`src/rtl/mem_access_ctrl.sv`:
```
`default_nettype none
// ============================================================================
// Module   : mem_access_ctrl
// Purpose  : MEM-stage data-memory handshake. It stalls the pipeline from the
//            point an access is seen until the memory acknowledges it.
// Options  : MEM_TIMEOUT_EN adds a WAIT-cycle limit and a sticky err_o.
// Revision : 1.0 - initial release
// ============================================================================
module mem_access_ctrl #(
    parameter int TIMEOUT = 255
) (
    input  logic        clk_i,
    input  logic        rst_i,
    input  logic        MemRead_i,
    input  logic        MemWrite_i,
    input  logic [31:0] addr_i,
    input  logic [31:0] wdata_i,
    input  logic        mem_ack_i,
    input  logic [31:0] mem_rdata_i,
    output logic        mem_req_o,
    output logic        mem_we_o,
    output logic [31:0] mem_addr_o,
    output logic [31:0] mem_wdata_o,
    output logic        stall_o,
    output logic [31:0] MemData_o,
    output logic        err_o
);

    typedef enum logic [1:0] {
        IDLE = 2'd0,
        WAIT = 2'd1,
        DONE = 2'd2
    } state_t;

    state_t state;
    state_t state_nxt;
    logic   access;
    logic   stall;

`ifdef MEM_TIMEOUT_EN
    // The access is aborted on the WAIT cycle that would take the count to TIMEOUT.
    localparam logic [7:0] TMO_LAST = 8'(TIMEOUT - 1);
    logic [7:0] wait_cnt;
    logic       timeout_hit;
`else
    logic unused_timeout;
    assign unused_timeout = (TIMEOUT != 0);
`endif

    assign access = MemRead_i | MemWrite_i;

    always_comb begin
        state_nxt = state;
        stall     = 1'b0;
`ifdef MEM_TIMEOUT_EN
        timeout_hit = 1'b0;
`endif
        case (state)
            IDLE: begin
                if (access) begin
                    state_nxt = WAIT;
                    stall     = 1'b1;
                end
            end
            WAIT: begin
                stall = 1'b1;
                if (mem_ack_i) begin
                    state_nxt = DONE;
                end
`ifdef MEM_TIMEOUT_EN
                else if (wait_cnt == TMO_LAST) begin
                    state_nxt   = DONE;
                    timeout_hit = 1'b1;
                end
`endif
            end
            DONE: state_nxt = IDLE;
            default: state_nxt = IDLE;
        endcase
    end

    // Gated by reset so that a held request cannot raise stall while in reset.
    assign stall_o = stall & rst_i;

    always_ff @(posedge clk_i or negedge rst_i) begin
        if (!rst_i) begin
            state       <= IDLE;
            mem_req_o   <= 1'b0;
            mem_we_o    <= 1'b0;
            mem_addr_o  <= '0;
            mem_wdata_o <= '0;
            MemData_o   <= '0;
        end else begin
            state     <= state_nxt;
            mem_req_o <= (state_nxt == WAIT);
            if (state == IDLE && access) begin
                mem_addr_o  <= addr_i;
                mem_wdata_o <= wdata_i;
                mem_we_o    <= MemWrite_i;
            end else if (state_nxt != WAIT) begin
                mem_we_o <= 1'b0;
            end
            if (state == WAIT && mem_ack_i && !mem_we_o) begin
                MemData_o <= mem_rdata_i;
            end
`ifdef MEM_TIMEOUT_EN
            else if (timeout_hit && !mem_we_o) begin
                MemData_o <= 32'hDEADBEEF;
            end
`endif
        end
    end

`ifdef MEM_TIMEOUT_EN
    always_ff @(posedge clk_i or negedge rst_i) begin
        if (!rst_i) begin
            wait_cnt <= '0;
            err_o    <= 1'b0;
        end else begin
            if (state != WAIT) begin
                wait_cnt <= '0;
            end else if (!mem_ack_i) begin
                wait_cnt <= wait_cnt + 8'd1;
            end
            if (timeout_hit) begin
                err_o <= 1'b1;
            end
        end
    end
`else
    assign err_o = 1'b0;
`endif

endmodule
`default_nettype wire

```
`config.mk`:
```
export PLATFORM = sky130hd
export DESIGN_NAME = mem_access_ctrl
export DESIGN_NICKNAME = d
export VERILOG_FILES = /design/src/rtl/mem_access_ctrl.sv
export SDC_FILE = /design/constraint.sdc
export NUM_CORES = 1
export LEC_CHECK = 0
export CAP_MARGIN = 20
export CELL_PAD_IN_SITES_DETAIL_PLACEMENT = 0
export CELL_PAD_IN_SITES_GLOBAL_PLACEMENT = 1
export CORE_AREA = 2 2 109 111
export CTS_BUF_LIST = sky130_fd_sc_hd__clkbuf_4 sky130_fd_sc_hd__clkbuf_8
export DETAILED_ROUTE_END_ITERATION = 16
export DIE_AREA = 0 0 111 113
export PLACE_DENSITY_LB_ADDON = 0.1
export SLEW_MARGIN = 15
export SYNTH_ARGS = -nofsm -noshare
export SYNTH_HDL_FRONTEND = slang
export SYNTH_SLANG_ARGS = --single-unit
```
`constraint.sdc`:
```
create_clock -name clk_i -period 3.2 [get_ports clk_i]
set_input_delay 0.48 -clock clk_i [delete_from_list [all_inputs] [get_ports clk_i]]
set_output_delay 0.48 -clock clk_i [all_outputs]
set_load 0.05 [all_outputs]
```
==> results of run 1 <==
==> final cells by class <==
type | count | share of cell area, %
clock buffers | 12 | 2.72
well taps | 143 | 2.95
repair buffers | 203 | 33.5
multi-input cells | 109 | 19.4
flip-flops and latches | 100 | 41.3
clock inverters | 2 | 0.165
==> through the flow <==
stage	cell area, µm²	hold slack (ps)	std cells
after floorplan	3790	184	219
after global placement	5890	471	555
after detailed placement	5890	480	555
after CTS	6070	232	569
after global routing	6070	278	569
final	6070	228	569
==> worst max-delay path by stage <==
stage                           from      end  cells after the start
after floorplan            MemRead_i  stall_o                      2
after global placement    MemWrite_i  stall_o                      4
after detailed placement  MemWrite_i  stall_o                      4
after CTS                 MemWrite_i  stall_o                      4
after global routing      MemWrite_i  stall_o                      4
final                     MemWrite_i  stall_o                      4
==> worst max-delay path: stages <==
cell,delay (ps)
clkdlybuf4s50_1,540
nor3_1,100
nor3b_1,210
clkdlybuf4s50_1,850
==> state kept, by name, indices dropped and copies added, names as in the netlist <==
signal / count
mem_addr_o: 32
state: 2
mem_we_o: 1
MemData_o: 32
mem_wdata_o: 32
mem_req_o: 1
==> synth_stat cells, types with 2 or more instances <==
cell type	instances
mux2_1	12
dfrtp_1	100
buf_6	9
a211oi_1	2
mux2_2	84
==> power by group through the flow <==
stage / registers, mW / clock network (mW) / logic [mW]
floorplan: 4.40 / 0 / 0.771
global placement: 2.18 / 0 / 4.52
detailed placement: 2.21 / 0 / 4.54
CTS: 2.19 / 0.787 / 4.55
global route: 2.27 / 0.831 / 4.65
finish: 2.18 / 0.749 / 4.50
==> logic make-up (layout without fill, tap and decap cells) <==
family | count (synthesis) | in the layout | share of synthesized area [%]
other | 1 | 1 | 0.0990
and+or+nand+nor | 8 | 8 | 1.49
AOI/OAI and AO/OA | 4 | 4 | 0.958
buffers and inverters | 10 | 217 | 2.87
muxes | 96 | 96 | 28.5
DFF | 100 | 100 | 66.1
==> metal layers <==
| metal | track usage (%) | vias to the layer above |
|---|---|---|
| met3 | 5.30 | 16 |
| met5 | 0 | - |
| met4 | 8.58 | 0 |
| met2 | 25.0 | 111 |
| li1 | - | 1171 |
| met1 | 17.6 | 1280 |
==> summary.md, run 1 <==
| Metric | Value |
|---|---|
| Outcome | finished, final reports clean |
| Setup TNS | 0 ps |
| Global route total overflow | 0 |
| CTS tree | done |
| IO buf count | 199 |
| Top cell type's share of synthesized area | 66.1% |
| RSZ-0062 raised after global routing | false |
| DR top layer | met4 |
| Vias in the first global route | 2779 |
| Net Switching | 3.56 mW |
| Period minus WS final | 2660 ps |
| CTS Buf Count | 9 |
| Met2 wire len | 4530 µm |
| Ys flop type | dfrtp_1 |
| Die width | 111 µm |
| Peak Freq | 375 MHz |
| FF/Latch Area | 2500 µm² |
| Gate Count Post-Synth | 219 |
| Final core occ | 53.8% |
| Power Density | 1220 nW/µm² |
| DP Worst Slack | 536 ps |
| Post-CTS Setup Bufs | 0 |
| Final hold violation count | 0 |
| Residual DRC count | 0 |
| R2R depth | 4 |
| Endpoints failing setup | 0 |
| Post-synth EDFFs | 0 |
| Startpoint Class | input port |
| Layout fillers | 988 |
| Min-delay worst type | in -> async |
| # Max-Cap Violations | 0 |
| Peak supply drop | 0.568 mV |
| Root buffer cell | clkbuf_8 |
| Slew of the pin with the lowest slew margin | 678 ps |
| Core area | 11300 µm² |
| Combinational fraction of design power | 60.5% |
| WL/cell | 16.0 µm |
| Most frequent cells in the layout | clkdlybuf4s50_1 (198), dfrtp_1 (100), mux2_2 (84) |
| Largest net degree at the start of global routing | 65 |
| Clock Tree Buf Depth | 2 |
| Insertion delay to the later sink of the worst-skew pair | 370 ps |
| Mapped Avg Cell Area | 17.3 µm² |
| CTS Hold Bufs | 0 |
| ANT cells | 0 |
| R2R setup slack | 1540 ps |
| Netlist cell types | 17 |
| Leak | 2.48 nW |
| Final slew viol count | 0 |
| Max Fanout on Critical Path | 3 |
| Sw Share | 47.9% |
| CP required | 2720 ps |
| CTS clk-pin slew, worst paths | 90 ps |
| Fin crit share | 83.2% |
| Relative slew margins | 54.8% |
| Final worst setup slack | 536 ps |
| Total power draw | 7.43 mW |
| Worst R2R Start | state[0]$_DFF_PN0_ |
| Initial DRC count | 66 |
| Final HPWL DP | 6640 µm |
| Setup CP Type | in -> out |
| Yosys warning count | 0 |
| Layout cells sized above 1 | 24.9% |
| Internal | 3.87 mW |
| Drt total wl | 9100 µm |
| TritonRoute pass-1 iters | 4 |
| Share of power burned in registers | 29.4% |
| Wire length on met3 | 721 µm |
| Row cnt | 39 |
| Sink Count | 100 |
| Most common cell after layout, fill and taps aside | clkdlybuf4s50_1 |
| Final-stage net count | 524 |
| Fin Clk Skew | 13.3 ps |
| CTS H-Tree Depth | 3 |
| Clk network pwr share | 10.1% |
| Area of the multi-input gates | 1180 µm² |
| Synth area leaders | dfrtp_1 (66%), mux2_2 (25%), mux2_1 (3.6%), buf_6 (2.7%), nor3_4 (0.43%) |
| Antenna violations before repair | 0 |
| Vias | 2578 |
| Post-Syn Nets | 320 |
| Full die area | 12500 µm² |
| First-pass GRT wire length | 14700 µm |
| Largest area contributor in the netlist | dfrtp_1 |
| RR Endpoint | MemData_o[26]$_DFFE_PN0P_ |
| Cts repair resizes | 0 |
| CP endpoint kind | output port |
| Sequential fraction of the synthesis area | 66.1% |
| Post-Syn Area | 3790 µm² |
| Initial core utilization | 33.6% |
| Gr usage total | 15.3% |
| Flops & latches, synth | 100 |
| Die H | 113 µm |
| Post-synth ARST share | 100% |
| CP arrival | 2180 ps |
| Number of routed nets with antenna violations | 0 |
| Wire length on met1 | 3580 µm |
| Area growth syn-to-layout | 60.1% |
| Routability Congestion | 0.761 |
| Drt via density | 4.53 |
| # IOs | 201 |
(Power assumes the default switching activity.)
==> inputs of run 2 (changes only) <==
--- a/config.mk
+++ b/config.mk
@@ -8,10 +8,10 @@
 export CAP_MARGIN = 20
 export CELL_PAD_IN_SITES_DETAIL_PLACEMENT = 0
 export CELL_PAD_IN_SITES_GLOBAL_PLACEMENT = 1
-export CORE_AREA = 2 2 109 111
+export CORE_AREA = 2 2 112 114
 export CTS_BUF_LIST = sky130_fd_sc_hd__clkbuf_4 sky130_fd_sc_hd__clkbuf_8
 export DETAILED_ROUTE_END_ITERATION = 16
-export DIE_AREA = 0 0 111 113
+export DIE_AREA = 0 0 114 116
 export PLACE_DENSITY_LB_ADDON = 0.1
 export SLEW_MARGIN = 15
 export SYNTH_ARGS = -nofsm -noshare
==> constraint.sdc (replaced) <==
create_clock -name clk_i -period 2.8 [get_ports clk_i]
set_input_delay 0.42 -clock clk_i [delete_from_list [all_inputs] [get_ports clk_i]]
set_output_delay 0.42 -clock clk_i [all_outputs]
set_load 0.05 [all_outputs]
==> run 2 against run 1 <==
Compared with the run above:
- critical path depth stayed put
- final cell count up 1.4%
- clock-buffer cell count grew 3
- power up 15%
- worst setup slack improved by 34 ps
- first-iteration DRC count is 42% higher
- clock power up 19%
- largest cell class unchanged
- combinational power rose by 14%
- flip-flop and latch count unchanged
- global-route usage decreased by 1.6 points
- highest routed layer unchanged
==> summary.md, run 2 (same netlist as run 1, synthesis figures left out) <==
| Metric | Value |
|---|---|
| Layout fillers | 1083 |
| Crit-path cells | dlygate4sd3_1 -> buf_4 -> nor3b_1 -> buf_12 |
| Routability Congestion | 0.702 |
| Final HPWL DP | 6400 µm |
| RSZ-0062 raised after global routing | false |
| Bufs and invs on worst path | 3 |
| Final-stage net count | 526 |
| Insertion delay to the later sink of the worst-skew pair | 370 ps |
| Total power draw | 8.52 mW |
| Vias in the first global route | 2572 |
| Initial core utilization | 31.8% |
| CP arrival | 1810 ps |
| Drt via density | 4.45 |
| CTS clk-pin slew, worst paths | 90 ps |
| Gr usage total | 13.7% |
| Peak Freq | 449 MHz |
| Area growth syn-to-layout | 61.6% |
| Power Density | 1390 nW/µm² |
| Most frequent cells in the layout | clkdlybuf4s50_1 (197), dfrtp_1 (100), mux2_2 (84) |
| WL/cell | 15.5 µm |
| # Max-Cap Violations | 0 |
| Drt total wl | 8930 µm |
| Initial DRC count | 94 |
| CTS tree | done |
| Slowest CP cell | dlygate4sd3_1 |
| # IOs | 201 |
| Slew of the pin with the lowest slew margin | 541 ps |
| Startpoint Class | input port |
| Antenna violations before repair | 0 |
| Fin crit share | 79.6% |
| Endpoints failing setup | 0 |
| CP endpoint kind | output port |
| Min-delay worst type | in -> async |
| Clock Tree Buf Depth | 2 |
| Post-CTS Setup Bufs | 0 |
| Core area | 11900 µm² |
| ANT cells | 0 |
| Slowest stage delay, CP | 520 ps |
| Max Fanout on Critical Path | 21 |
| Peak supply drop | 0.643 mV |
| Largest regs | MemData_o: 32 flops, mem_addr_o: 32 flops, mem_wdata_o: 32 flops |
| CTS H-Tree Depth | 3 |
| Largest net degree at the start of global routing | 82 |
| Setup CP Type | in -> out |
| Residual DRC count | 0 |
| Most common cell after layout, fill and taps aside | clkdlybuf4s50_1 |
| CP delay by family, top | buffers and inverters |
| Final slew viol count | 0 |
| Sink Count | 100 |
| Vias | 2570 |
| Row cnt | 40 |
| Fin Clk Skew | 3.19 ps |
| Die H | 116 µm |
| CP required | 2380 ps |
| Setup TNS | 0 ps |
| IO buf count | 199 |
| TritonRoute pass-1 iters | 4 |
| First-pass GRT wire length | 13500 µm |
| Root buffer cell | clkbuf_8 |
| Die width | 114 µm |
| Leak | 2.50 nW |
| Layout cells sized above 1 | 25.6% |
| Outcome | finished, final reports clean |
| Global route total overflow | 0 |
| Relative slew margins | 63.8% |
| Final hold violation count | 0 |
| CTS Buf Count | 9 |
| Number of routed nets with antenna violations | 0 |
| Period minus WS final | 2230 ps |
| Full die area | 13200 µm² |
run 2: layer usage:
metal	wire length, µm	up-vias	track usage [%]
li1	-	1178	-
met1	3480	1272	15.4
met2	4390	110	22.0
met3	896	10	7.37
met4	170	0	5.12
met5	0	-	0
run 2: per-stage QoR:
stage,setup slack (ps),std cells,hold WS (ps),util (%),cell area [µm²]
2_1_floorplan,722,219,124,-,3790
3_3_place_gp,694,559,318,49.5,5890
3_5_place_dp,667,559,326,49.5,5890
4_1_cts,531,576,448,51.2,6100
5_1_grt,450,577,479,51.4,6120
6_report,571,577,461,51.4,6120
run 2: where the power goes:
group | total [mW] | switching, mW | internal, mW
Clock | 0.894 | 0.468 | 0.426
Combinational | 5.13 | 3.24 | 1.89
Sequential | 2.49 | 0.343 | 2.15
run 2: path summary, 6_finish.rpt:
check | slack, ps | cells after the start | from | to
max | 570 | 4 | rst_i | stall_o
min | 460 | 2 | rst_i | MemData_o[16]$_DFFE_PN0P_
max reg2reg | 1130 | 4 | state[1]$_DFF_PN0_ | mem_wdata_o[22]$_DFFE_PN0P_
min reg2reg | 490 | 1 | MemData_o[5]$_DFFE_PN0P_ | MemData_o[5]$_DFFE_PN0P_
max in group asynchronous | 1370 | 4 | rst_i | mem_wdata_o[24]$_DFFE_PN0P_
min in group clk_i | 490 | 1 | MemData_o[5]$_DFFE_PN0P_ | MemData_o[5]$_DFFE_PN0P_
run 2: what timing repair did:
action	in CTS	in global routing
hold buffers	1	0
endpoints found under the hold margin	19	0
gates resized for setup	0	0
run 2: layout make-up:
type	instances	area (µm²)	area share (%)
Tap cell	147	184	3.00
Clock inverter	1	5.00	0.0817
Multi-Input combinational cell	109	1180	19.2
Clock buffer	15	188	3.06
Sequential cell	100	2500	40.9
Timing Repair Buffer	205	2070	33.8
==> inputs of run 3 (changes only) <==
--- a/config.mk
+++ b/config.mk
@@ -8,10 +8,10 @@
 export CAP_MARGIN = 20
 export CELL_PAD_IN_SITES_DETAIL_PLACEMENT = 0
 export CELL_PAD_IN_SITES_GLOBAL_PLACEMENT = 1
-export CORE_AREA = 2 2 112 114
+export CORE_AREA = 2 2 120 122
 export CTS_BUF_LIST = sky130_fd_sc_hd__clkbuf_4 sky130_fd_sc_hd__clkbuf_8
 export DETAILED_ROUTE_END_ITERATION = 16
-export DIE_AREA = 0 0 114 116
+export DIE_AREA = 0 0 122 124
 export PLACE_DENSITY_LB_ADDON = 0.1
 export SLEW_MARGIN = 15
 export SYNTH_ARGS = -nofsm -noshare
==> constraint.sdc (replaced) <==
create_clock -name clk_i -period 1.9 [get_ports clk_i]
set_input_delay 0.285 -clock clk_i [delete_from_list [all_inputs] [get_ports clk_i]]
set_output_delay 0.285 -clock clk_i [all_outputs]
set_load 0.05 [all_outputs]
==> run 3 against run 2 <==
Compared with the run above:
- final cell count rose by 6.4%
- routed wire length rose by 4.7%
- die area rose by 14%
- first-iteration DRC count fell by 53%
- global-route usage fell by 1.3 points
- non-clock buffer count rose by 4
- register-to-register slack got worse by 740 ps
- flip-flop and latch count did not move
- clock skew rose by 6.0 ps
- sequential power rose by 47%
==> summary.md, run 3 (same netlist as run 1, synthesis figures left out) <==
| Metric | Value |
|---|---|
| Outcome | finished, final reports clean |
| Core area | 13700 µm² |
| Relative slew margins | 62.7% |
| Slew of the pin with the lowest slew margin | 558 ps |
| Slowest CP cell | clkdlybuf4s50_1 |
| Cts repair resizes | 0 |
| Drt total wl | 9360 µm |
| Sw Share | 46.6% |
| TritonRoute pass-1 iters | 4 |
| CTS clk-pin slew, worst paths | 100 ps |
| Final slew viol count | 0 |
| Layout cells sized above 1 | 27.6% |
| Cell Area, Placed | 6070 µm² |
| Worst hold margin | 0.0859 ps |
| Full die area | 15100 µm² |
| Die H | 124 µm |
| Clock Tree Buf Depth | 2 |
| Sink Count | 100 |
| Endpoints failing setup | 0 |
| Min-delay worst type | in -> async |
| DP Worst Slack | 62.4 ps |
| CP required | 1620 ps |
| ANT cells | 0 |
| Peak Freq | 541 MHz |
| Fin Clk Skew | 9.17 ps |
| R2R depth | 5 |
| Final-stage net count | 530 |
| Placed Cells | 598 |
| Worst R2R Start | state[1]$_DFF_PN0_ |
| Insertion delay to the later sink of the worst-skew pair | 370 ps |
| Most frequent cells in the layout | clkdlybuf4s50_1 (184), dfrtp_1 (100), mux2_2 (84) |
| Share of power burned in registers | 28.4% |
| Layout fillers | 1247 |
| IO buf count | 199 |
| First-pass GRT wire length | 13800 µm |
| CP delay by family, top | buffers and inverters |
| Final worst setup slack | 50.0 ps |
| Largest regs | MemData_o: 32 flops, mem_addr_o: 32 flops, mem_wdata_o: 32 flops |
| CTS Buf Count | 9 |
| Internal | 6.90 mW |
| Initial DRC count | 44 |
| Max Fanout on Critical Path | 2 |
| Residual DRC count | 0 |
| Fin crit share | 97.4% |
| R2R setup slack | 390 ps |
| Net Switching | 6.04 mW |
| Root buffer cell | clkbuf_8 |
| Antenna violations before repair | 0 |
| CTS Hold Bufs | 0 |
| Global route total overflow | 0 |
| Clk network pwr share | 12.1% |
| Vias | 2569 |
| # IOs | 201 |
| Peak supply drop | 0.929 mV |
| Total power draw | 12.9 mW |
| Row cnt | 43 |
| Final HPWL DP | 6760 µm |
| Largest net degree at the start of global routing | 101 |
| Final hold violation count | 0 |
| Startpoint Class | register |
| # Max-Cap Violations | 0 |
| Gr usage total | 12.3% |
| Final core occ | 46.2% |
| Routability Congestion | 0.680 |
| Post-CTS Setup Bufs | 0 |
| CTS H-Tree Depth | 3 |
| Number of routed nets with antenna violations | 0 |
| Vias in the first global route | 2733 |
| Leak | 2.66 nW |
| Crit-path cells | clkdlybuf4s50_1 |
| Die width | 122 µm |
| Layout Cells excl Fill | 614 |
| Area growth syn-to-layout | 67.1% |
| RSZ-0062 raised after global routing | false |
| Combinational fraction of design power | 59.5% |
| Drt via density | 4.18 |
| RR Endpoint | mem_wdata_o[22]$_DFFE_PN0P_ |
| WL/cell | 15.2 µm |
| Setup CP Type | reg -> out |
| Setup TNS | 0 ps |
| CTS tree | done |
| Slowest stage delay, CP | 840 ps |
| Initial core utilization | 27.6% |
| Fin area | 6330 µm² |
| CP arrival | 1570 ps |
| Bufs and invs on worst path | 1 |
| Power Density | 2040 nW/µm² |
| Most common cell after layout, fill and taps aside | clkdlybuf4s50_1 |
| CP endpoint kind | output port |
| Period minus WS final | 1850 ps |
==> run 3: cell count changes in the layout (fill, tap and decap cells not counted), moves of 2 or more <==
cell / delta
clkdlybuf4s50_1: -13
dlymetal6s2s_1: +9
buf_12: +8
clkbuf_4: -3
buf_4: +2
bufinv_16: +2
==> run 3: worst max path at each step <==
stage / to / startpoint / slack, ps / cells past startpoint
global route: mem_addr_o[14] / mem_addr_o[14]$_DFFE_PN0P_ / 0.09 / 1
global placement: MemData_o[21]$_DFFE_PN0P_ / mem_ack_i / 80 / 5
CTS: mem_addr_o[18] / mem_addr_o[18]$_DFFE_PN0P_ / 20 / 1
floorplan: MemData_o[10]$_DFFE_PN0P_ / mem_we_o$_DFFE_PN0P_ / 350 / 3
finish: mem_addr_o[18] / mem_addr_o[18]$_DFFE_PN0P_ / 50 / 1
detailed placement: MemData_o[21]$_DFFE_PN0P_ / mem_ack_i / 60 / 5
==> run 3: area by class of cell <==
cell class | count | area, µm² | area share (%)
clock buffer | 12 | 165 | 2.61
multi-input combinational | 109 | 1180 | 18.7
timing repair buffer | 209 | 2190 | 34.5
sequential | 100 | 2500 | 39.5
clock inverter | 4 | 70.1 | 1.11
tap | 180 | 225 | 3.56
==> run 3: power groups by stage <==
stage	Sequential [mW]	Combinational, mW	Clock [mW]
floorplan	7.41	1.30	0
global placement	3.69	7.76	0
detailed placement	3.72	7.79	0
CTS	3.69	7.80	1.65
global route	3.81	8.01	1.75
finish	3.67	7.70	1.57
==> run 3: per-layer routing <==
| metal | track usage [%] | vias to the layer above | wire length [µm] |
|---|---|---|---|
| met5 | 0 | - | 0 |
| met4 | 6.97 | 0 | 222 |
| met3 | 4.85 | 13 | 879 |
| met2 | 20.7 | 105 | 4690 |
| met1 | 13.3 | 1262 | 3570 |
| li1 | - | 1189 | - |
